### config.mk
export PLATFORM = sky130hd
export DESIGN_NAME = node_integrator_flat
export DESIGN_NICKNAME = d
export VERILOG_FILES = /design/src/rtl/node_integrator_pkg.sv /design/src/rtl/node_integrator_if.sv /design/src/rtl/node_integrator_current_sum.sv /design/src/rtl/node_integrator.sv /design/src/flat_wrapper.sv
export SDC_FILE = /design/constraint.sdc
export NUM_CORES = 1
export LEC_CHECK = 0
export CORE_ASPECT_RATIO = 1.1
export CORE_MARGIN = 4
export CORE_UTILIZATION = 52
export CTS_CLUSTER_SIZE = 10
export DETAILED_ROUTE_END_ITERATION = 8
export PLACE_DENSITY = 0.83
export SLEW_MARGIN = 20
export SYNTH_ARGS = -nofsm -noshare
export SYNTH_HDL_FRONTEND = slang
export SYNTH_SLANG_ARGS = --single-unit
### constraint.sdc
create_clock -name eclk -period 3.35 [get_ports eclk]
set_input_delay 0.67 -clock eclk [delete_from_list [all_inputs] [get_ports eclk]]
set_output_delay 0.67 -clock eclk [all_outputs]
set_load 0.02 [all_outputs]
### src/rtl/node_integrator_pkg.sv
// node_integrator_pkg: rail/threshold constants (quoted at W=16), FSM states and a width-scaling helper.
package node_integrator_pkg;
  localparam int HI = 8192;
  localparam int LO = -8192;
  localparam int TH_HI = 2048;
  localparam int TH_LO = -2048;
  typedef enum logic [1:0] {RUN, SETTLING, SETTLED} state_t;
  function automatic int scale(input int val, input int w);
    return (w >= 16) ? (val <<< (w - 16)) : (val >>> (16 - w));
  endfunction
endpackage

### src/rtl/node_integrator_if.sv
// node_integrator_if: current inputs, hold, and the node voltage/level/settle outputs.
interface node_integrator_if #(parameter int W = 16, parameter int N = 8);
  logic [N*W-1:0] i_in;
  logic hold;
  logic signed [W-1:0] v;
  logic d;
  logic settled;
  modport master(output i_in, hold, input v, d, settled);
  modport slave(input i_in, hold, output v, d, settled);
endinterface

### src/rtl/node_integrator_current_sum.sv
// current_sum: combinational signed sum of N W-bit currents, widened so it cannot overflow.
module current_sum #(
  parameter int W = 16,
  parameter int N = 8,
  parameter int SW = W + $clog2(N)
) (
  input  logic [N*W-1:0]        i_in,
  output logic signed [SW-1:0]  o_sum
);
  always_comb begin
    o_sum = '0;
    for (int k = 0; k < N; k++) o_sum = o_sum + SW'($signed(i_in[k*W +: W]));
  end
endmodule

### src/rtl/node_integrator.sv
// node_integrator: saturating integrator of summed currents with a quiet-cycle settle detector.
// Define NODE_HYST_EN to give d threshold hysteresis instead of a plain sign decode.
module node_integrator
  import node_integrator_pkg::*;
#(
  parameter int W = 16,
  parameter int N = 8,
  parameter int SHIFT = 2,
  parameter int INIT = 0,
  parameter int SETTLE_CYC = 8,
  parameter int EPS = 4
) (
  input logic eclk,
  input logic erst_n,
  node_integrator_if.slave bus
);
  localparam int SW = W + $clog2(N);
  localparam int AW = SW + 1;
  localparam int QW = $clog2(SETTLE_CYC + 1);
  localparam logic signed [W-1:0] V_HI = W'(scale(HI, W));
  localparam logic signed [W-1:0] V_LO = W'(scale(LO, W));
  localparam logic signed [W-1:0] T_HI = W'(scale(TH_HI, W));
  localparam logic signed [W-1:0] T_LO = W'(scale(TH_LO, W));
  localparam logic signed [W-1:0] V_INIT = (INIT != 0) ? V_HI : V_LO;
  localparam logic signed [SW-1:0] S_EPS = SW'(EPS);
  logic signed [SW-1:0] w_sum, w_delta;
  logic signed [AW-1:0] w_acc;
  logic signed [W-1:0] w_v_next;
  logic [QW-1:0] w_qinc;
  logic w_quiet, w_pinned, w_done, w_d_next;
  state_t r_state;
  logic [QW-1:0] r_qcnt;
  logic signed [W-1:0] r_v;
  logic r_d, r_settled;
  current_sum #(.W(W), .N(N), .SW(SW)) u_sum (.i_in(bus.i_in), .o_sum(w_sum));
  always_comb begin
    w_delta = w_sum >>> SHIFT;
    w_acc = AW'(r_v) + AW'(w_delta);
    w_v_next = (w_acc > AW'(V_HI)) ? V_HI : (w_acc < AW'(V_LO)) ? V_LO : W'(w_acc);
    // a node held against a rail by current pushing outward counts as quiet
    w_pinned = ((w_v_next == V_HI) && !w_sum[SW-1] && (|w_sum)) || ((w_v_next == V_LO) && w_sum[SW-1]);
    w_quiet = ((w_sum <= S_EPS) && (w_sum >= -S_EPS)) || w_pinned;
    w_qinc = r_qcnt + QW'(1);
    w_done = w_qinc >= QW'(SETTLE_CYC);
`ifdef NODE_HYST_EN
    w_d_next = (w_v_next > T_HI) ? 1'b1 : (w_v_next < T_LO) ? 1'b0 : r_d;
`else
    w_d_next = ~w_v_next[W-1];
`endif
  end
  always_ff @(posedge eclk or negedge erst_n) begin
    if (!erst_n) begin
      r_v <= V_INIT;
      r_d <= INIT[0];
      r_state <= RUN;
      r_qcnt <= '0;
      r_settled <= 1'b0;
    end else if (!bus.hold) begin
      r_v <= w_v_next;
      r_d <= w_d_next;
      if (!w_quiet) begin
        r_state <= RUN;
        r_qcnt <= '0;
        r_settled <= 1'b0;
      end else if (r_state != SETTLED) begin
        r_qcnt <= w_qinc;
        r_state <= w_done ? SETTLED : SETTLING;
        r_settled <= w_done;
      end
    end
  end
  assign bus.v = r_v;
  assign bus.d = r_d;
  assign bus.settled = r_settled;
endmodule

### src/flat_wrapper.sv
// flat-port wrapper written by rule: the top's interface ports become plain ports
module node_integrator_flat import node_integrator_pkg::*;
#(
  parameter int W = 16,
  parameter int N = 8,
  parameter int SHIFT = 2,
  parameter int INIT = 0,
  parameter int SETTLE_CYC = 8,
  parameter int EPS = 4
)
  (eclk, erst_n, bus_i_in, bus_hold, bus_v, bus_d, bus_settled);
  node_integrator_if #(.W(W), .N(N)) bus_i ();
  input logic eclk;
  input logic erst_n;
  input wire logic [$bits(bus_i.i_in)-1:0] bus_i_in;
  input wire logic [$bits(bus_i.hold)-1:0] bus_hold;
  output wire logic [$bits(bus_i.v)-1:0] bus_v;
  output wire logic [$bits(bus_i.d)-1:0] bus_d;
  output wire logic [$bits(bus_i.settled)-1:0] bus_settled;
  assign bus_i.i_in = bus_i_in;
  assign bus_i.hold = bus_hold;
  assign bus_v = bus_i.v;
  assign bus_d = bus_i.d;
  assign bus_settled = bus_i.settled;
  node_integrator #(.W(W), .N(N), .SHIFT(SHIFT), .INIT(INIT), .SETTLE_CYC(SETTLE_CYC), .EPS(EPS)) u_core (.eclk(eclk), .erst_n(erst_n), .bus(bus_i));
endmodule
==> summary.md, run 1 <==
| Metric | Value |
|---|---|
| Outcome | `finished with violations` |
| Failing checks | `negative setup slack` |
| Global-route wire length before repair | `about 30000 um` |
| Port buffer count | `148` |
| Finished Core Util | `0.877` |
| Die ar. | `13100 um2` |
| CTS tree | `yes` |
| Setup-failing EPs final | `23` |
| Die W | `around 110 um` |
| DRT Wirelength | `~22000 um` |
| Non-filler cells, final | `1131` |
| Clk_lat worst skew | `0.26 ns` |
| Crit path DAT | `6.87 ns` |
| Worst slew pin tran | `0.634 ns` |
| Vias | `6458` |
| Max cap viols | `0` |
| Synthesized area per cell | `8.73 um2` |
| CP Data Required Time | `3.54 ns` |
| Filler cells | `about 520` |
| Crit path launch | `bus_i_in[48]` |
| Hold_buf cts | `0` |
| WL/cell | `19.9 um` |
| DRT antenna net count | `0` |
| Design area | `~9700 um2` |
| Post-DP HPWL | `13600 um` |
| GRT Util Overall | `0.290` |
| Layout area overhead | `64.1%` |
| RSZ-0062 raised after global routing | `true` |
| Fmax | `0.150 GHz` |
| Crit. End Element | `flip-flop` |
| Core box area | `11000 um2` |
| CP Class | `primary input to flip-flop` |
| Register area | `between 500 and 600 um2` |
| Clk sink count | `23` |
| Register-to-Register Path Depth | `13` |
| Setup ws final | `-3.32 ns` |
| FFs w/ async S/R, synth | `1.00` |
| Slew headroom | `0.573` |
| Initial core utilization | `0.534` |
| Synth Warn # | `0` |
| Top FF cell, synth | `dfrtp_1` |
| EDFF count, synth | `0` |
| Cell repeated most along the worst path | `fa_2` |
| Final worst path period share | `1.99` |
| DR vias/cell | `around 5.7` |
| Drt first pass iters | `6` |
| Min Tclk post-route | `6.67 ns` |
| H-tree levels | `1` |
| Fin nets | `1256` |
| Critical path fanouts, max | `6` |
| Mapped Nets | `between 900 and 1000` |
| Flops & latches, synth | `23` |
| Multi-input logic area | `5340 um2` |
| Max Buffers Root-to-Sink | `2` |
| Post-synthesis sequential area ratio | `0.0984` |
| Worst r2r src | `u_core.bus.v[0]` |
| Pin count of the biggest net entering global routing | `24` |
| Synthesized area | `5880 um2` |
| Slowest-stage cell, CP | `fa_2` |
| Worst-path clk slew | `~0.060 ns` |
| CTS root buffer | `clkbuf_16` |
| Placed Cells | `1080` |
| Hold Fails Final Rpt | `0` |
| Worst path max stage delay | `between 0.5 and 0.6 ns` |
| Post-DP Area | `8670 um2` |
| Hold/Removal Path Class | `primary input to asynchronous set/reset pin` |
| Residual DRC count | `0` |
| Vias in the first global route | `6821` |
| Congestion Overflow GR | `0` |
| Initial antenna violation count | `0` |
| CTS Buf Count | `3` |
| Worst setup SP type | `primary input` |
| Gpl congestion | `0.905` |
| DR iter-0 viols | `595` |
| Netlist cell types | `71` |
| Die height | `approximately 120 um` |
| Share of cells above drive strength 1 | `0.415` |
| Pins over their slew limit | `0` |
| FF-to-FF End | `u_core.r_state[0]` |
| I/O Pins | `between 100 and 150` |
| Worst setup path endpoint | `u_core.bus.v[11]` |
| Post-Syn Instances | `674` |
| Worst reg-to-reg setup slack | `0.12 ns` |
| Number of diodes | `0` |
| Layout Skew | `between 0.002 and 0.003 ns` |
| Dpl ws | `-3.78 ns` |
| Rows | `40` |
[synth_stat cells (8+ instances only)]
cell type | n | share of area
inv_1 | 225 | 0.14
fa_1 | 100 | 0.34
ha_1 | 40 | 0.085
a21oi_1 | 27 | 0.023
nor2_1 | 26 | 0.017
nand2_1 | 25 | 0.016
dfrtp_1 | 20 | 0.085
xnor2_1 | 16 | 0.024
a21o_1 | 15 | 0.019
o21ai_0 | 13 | 0.011
and2_1 | 12 | 0.013
xor2_1 | 10 | 0.015
a22o_1 | 9 | 0.013
nand3_1 | 9 | 0.0077
a211oi_1 | 8 | 0.010
[per-stage QoR]
step	hold slack [ns]	TNS, ns
floorplan	0.374	-64.13
global placement	0.507	-80.71
detailed placement	0.523	-85.15
CTS	0.531	-65.03
global route	0.422	-76.92
finish	0.382	-74.08
[flip-flops by register name, indices dropped and copies added (netlist names)]
signal / flops
u_core.r_state: 1
u_core.bus.d: 1
u_core.bus.settled: 1
u_core.bus.v: 16
u_core.r_qcnt: 4
[cell type report]
type                       count  area share
tap                          147      0.0190
clock inverter                 1    0.000518
sequential                    23      0.0600
inverter                     225      0.0882
timing repair buffer         313       0.271
multi-input combinational    419       0.553
clock buffer                   3     0.00778
[worst min path at each step]
| stage | depth (start not counted) | end | start |
|---|---|---|---|
| 6_report | 1 | u_core.r_qcnt[1] | erst_n |
| 5_1_grt | 1 | u_core.r_state[0] | erst_n |
| 4_1_cts | 2 | u_core.bus.d | u_core.bus.d |
| 3_5_place_dp | 2 | u_core.bus.d | u_core.bus.d |
| 3_3_place_gp | 2 | u_core.bus.d | u_core.bus.d |
| 2_1_floorplan | 0 | u_core.bus.d | erst_n |
[layer usage]
layer / vias to the layer above / track usage / part of all wire
met3: 161 / 0.0409 / 0.071
met2: 426 / 0.538 / 0.52
li1: 2756 / - / -
met1: 3115 / 0.322 / 0.34
met4: 0 / 0.127 / 0.072
met5: - / 0 / 0
[worst max-delay path: cells and delay by family]
| kind | cells | cell delay, ns |
|---|---|---|
| adders and majority gates | 6 | 2.17 |
| and+or+nand+nor | 2 | 0.35 |
| buffers and inverters | 8 | 1.33 |
| xor gates and xnor gates | 2 | 0.54 |
| AOI/OAI and AO/OA | 8 | 1.80 |
[cell usage in the layout, fill, tap and decap left out, types with 10 or more instances in the layout]
cell	synthesis	layout
dlygate4sd2_1	0	33
inv_1	225	154
clkdlybuf4s15_1	0	10
buf_2	2	19
ha_4	0	21
xnor2_1	16	10
dfrtp_1	20	20
clkdlybuf4s50_1	0	70
inv_2	0	70
buf_4	1	154
nor2_1	26	20
a21o_1	15	15
ha_1	40	16
a21oi_1	27	17
buf_6	0	12
nand2_1	25	19
fa_2	0	15
fa_1	100	85
[logic make-up (layout without fill, tap and decap cells)]
| group | count (synthesis) | in the layout | synth area share |
|---|---|---|---|
| AND/OR/NAND/NOR | 111 | 111 | 0.104 |
| buffers and inverters | 232 | 542 | 0.149 |
| adder cells (fa/ha/maj) | 140 | 140 | 0.425 |
| multiplexers | 1 | 1 | 0.00170 |
| AO/OA/AOI/OAI | 141 | 141 | 0.183 |
| flip-flops | 23 | 23 | 0.0984 |
| XOR/XNOR | 26 | 26 | 0.0387 |
[what timing repair did]
action,CTS,global route
hold endpoints to repair,0,0
setup buffers,42,11
resized for setup,283,78
endpoints found under the setup margin,23,23
pin swaps,126,47
Power of run 1 is left out: the tool's default activity adds up to more than one toggle a clock period on the data nets, which glitch-free logic cannot reach.
==> run 2, diff against run 1 <==
Settings changed: CAP_MARGIN set to 15, CORE_UTILIZATION 52 to 35, PLACE_DENSITY 0.83 to 0.59.
==> run 2 against run 1 <==
Effect of this change:
- the flow still finishes with violations (negative setup slack)
- count of clock-buffer cells in the layout increased by 1
- non-clock buffer count increased by 9
- via count decreased by 12%
- wire length decreased by 28%
- die area increased by 45%
- maximum frequency increased by 3.9%
- sequential share of layout area decreased by 0.081 points
- worst hold slack got worse by 0.0013 ns
- register-to-register slack improved by 0.04 ns
- flip-flop and latch count unchanged
- cell count increased by 5.8%
- design area increased by 1.4%
- highest routed layer unchanged
==> summary.md, run 2 (synthesis gave the netlist of run 1 again) <==
| Metric | Value |
|---|---|
| Clk sink count | `23 (unchanged)` |
| Most frequent cells in the layout | `162 x buf_4, 150 x inv_1, 86 x fa_1 (was 154 x inv_1, 154 x buf_4, 85 x fa_1)` |
| Initial antenna violation count | `0 (unchanged)` |
| Fmax | `0.156 GHz (was 0.150 GHz)` |
| Crit. End Element | `flip-flop (unchanged)` |
| Max reg flops | `16 (unchanged)` |
| Die W | `132 um (was 109 um)` |
| DR iter-0 viols | `201 (was 595)` |
| Crit path launch | `bus_i_in[4] (was bus_i_in[48])` |
| Rows | `49 (was 40)` |
| CTS tree | `yes (unchanged)` |
| Number of diodes | `0 (unchanged)` |
| H-tree levels | `1 (unchanged)` |
| Fin nets | `1265 (was 1256)` |
| Port buffer count | `148 (unchanged)` |
| DR vias/cell | `4.76 (was 5.71)` |
| Post-DP Area | `8810 um2 (was 8670 um2)` |
| Worst r2r src | `u_core.bus.v[0] (unchanged)` |
| Commonest non-fill, non-tap cell in the layout | `buf_4` |
| Hold/Removal Path Class | `primary input to asynchronous set/reset pin (unchanged)` |
| Worst setup SP type | `primary input (unchanged)` |
| Share of cells above drive strength 1 | `0.420 (was 0.415)` |
| Gpl congestion | `0.857 (was 0.905)` |
| Post-DP HPWL | `13500 um (was 13600 um)` |
| Final worst path period share | `1.92 (was 1.99)` |
| CTS root buffer | `clkbuf_16 (unchanged)` |
| CP Data Required Time | `3.48 ns (was 3.54 ns)` |
| Hold Fails Final Rpt | `0 (unchanged)` |
| Clk_lat worst skew | `0.26 ns (about the same)` |
| Min Tclk post-route | `6.42 ns (was 6.67 ns)` |
| Worst reg-to-reg setup slack | `0.16 ns (was 0.12 ns)` |
| Design area | `9790 um2 (was 9660 um2)` |
| Max Buffers Root-to-Sink | `2 (unchanged)` |
| Max cap viols | `0 (unchanged)` |
| Slowest-stage cell, CP | `fa_1 (was fa_2)` |
| Layout Skew | `0.00239 ns (was 0.00258 ns)` |
| Worst-path clk slew | `0.06 ns (about the same)` |
| Drt first pass iters | `5 (was 6)` |
| CTS Buf Count | `3 (unchanged)` |
| GRT Util Overall | `0.173 (was 0.290)` |
| Layout area overhead | `66.3% (was 64.1%)` |
| Total negative slack | `-67.59 ns (was -74.08 ns)` |
| Failing checks | `negative setup slack (unchanged)` |
| Setup-failing EPs final | `23 (unchanged)` |
| Core box area | `16400 um2 (was 11000 um2)` |
| Die ar. | `19000 um2 (was 13100 um2)` |
| DRT Wirelength | `16100 um (was 22500 um)` |
| Cell repeated most along the worst path | `inv_2 (was fa_2)` |
| Initial core utilization | `0.358 (was 0.534)` |
| Register-to-Register Path Depth | `13 (unchanged)` |
| Worst path max stage delay | `0.55 ns (was 0.54 ns)` |
| Residual DRC count | `0 (unchanged)` |
| Setup ws final | `-3.07 ns (was -3.32 ns)` |
| RSZ-0062 raised after global routing | `true (unchanged)` |
| Global-route wire length before repair | `28100 um (was 30900 um)` |
| I/O Pins | `149 (unchanged)` |
| CP Class | `primary input to flip-flop (unchanged)` |
| Slew headroom | `0.625 (was 0.573)` |
| DRT antenna net count | `0 (unchanged)` |
| Outcome | `finished with violations (unchanged)` |
| Critical path fanouts, max | `4 (was 6)` |
| Worst slew pin tran | `0.559 ns (was 0.634 ns)` |
| Pin count of the biggest net entering global routing | `24 (unchanged)` |
| Die height | `144 um (was 120 um)` |
| Crit path DAT | `6.55 ns (was 6.87 ns)` |
| WL/cell | `13.5 um (was 19.9 um)` |
| Vias in the first global route | `6279 (was 6821)` |
| Pins over their slew limit | `0 (unchanged)` |
| Vias | `5692 (was 6458)` |
| Congestion Overflow GR | `0 (unchanged)` |
[run 2: cell type report]
| cell class | instances | area (um2) |
|---|---|---|
| Clock buffer | 4 | 78.8 |
| Tap cell | 204 | 255 |
| Fill cell | 1461 | 6640 |
| Inverter | 225 | 852 |
| Sequential cell | 23 | 579 |
| Multi-Input combinational cell | 419 | 5320 |
| Timing Repair Buffer | 322 | 2700 |
[run 2: layer usage]
layer,up-vias,wire [um],global-route usage
met5,-,0,0
met4,0,142,0.0155
met3,20,624,0.0191
met2,131,8960,0.352
met1,2775,6390,0.203
li1,2766,-,-
[run 2: worst paths after layout]
kind,endpoint
worst min-delay path,u_core.bus.v[0]
worst max-delay path,u_core.r_state[0]
worst max register to register,u_core.r_state[0]
max in group asynchronous,u_core.bus.v[15]
worst min register to register,u_core.bus.d
min in group eclk,u_core.bus.d
[run 2: timing repair]
action,in CTS,in global routing
pin swaps,104,91
hold buffers,0,0
buffers inserted,29,19
endpoints found under the setup margin,23,23
resized for setup,271,112
cloned,1,0
[run 2: stage by stage]
stage / instances / util / worst slack [ns] / hold slack, ns
3_5_place_dp: 1148 / 0.536 / -3.78 / 0.519
2_1_floorplan: 674 / - / -2.89 / 0.374
5_1_grt: 1197 / 0.596 / -3.30 / 0.425
6_report: 1197 / 0.596 / -3.07 / 0.381
3_3_place_gp: 1148 / 0.536 / -3.66 / 0.508
4_1_cts: 1180 / 0.570 / -2.99 / 0.524
[run 2: worst max-delay path: cells and delay by family]
| kind | cells | cell delay (ns) |
|---|---|---|
| buffers and inverters | 10 | 0.94 |
| adder cells (fa/ha/maj) | 6 | 2.56 |
| XOR/XNOR | 2 | 0.47 |
| AND/OR/NAND/NOR | 4 | 0.80 |
| AO/OA/AOI/OAI | 6 | 1.09 |
Power of run 2 is left out for the same reason.
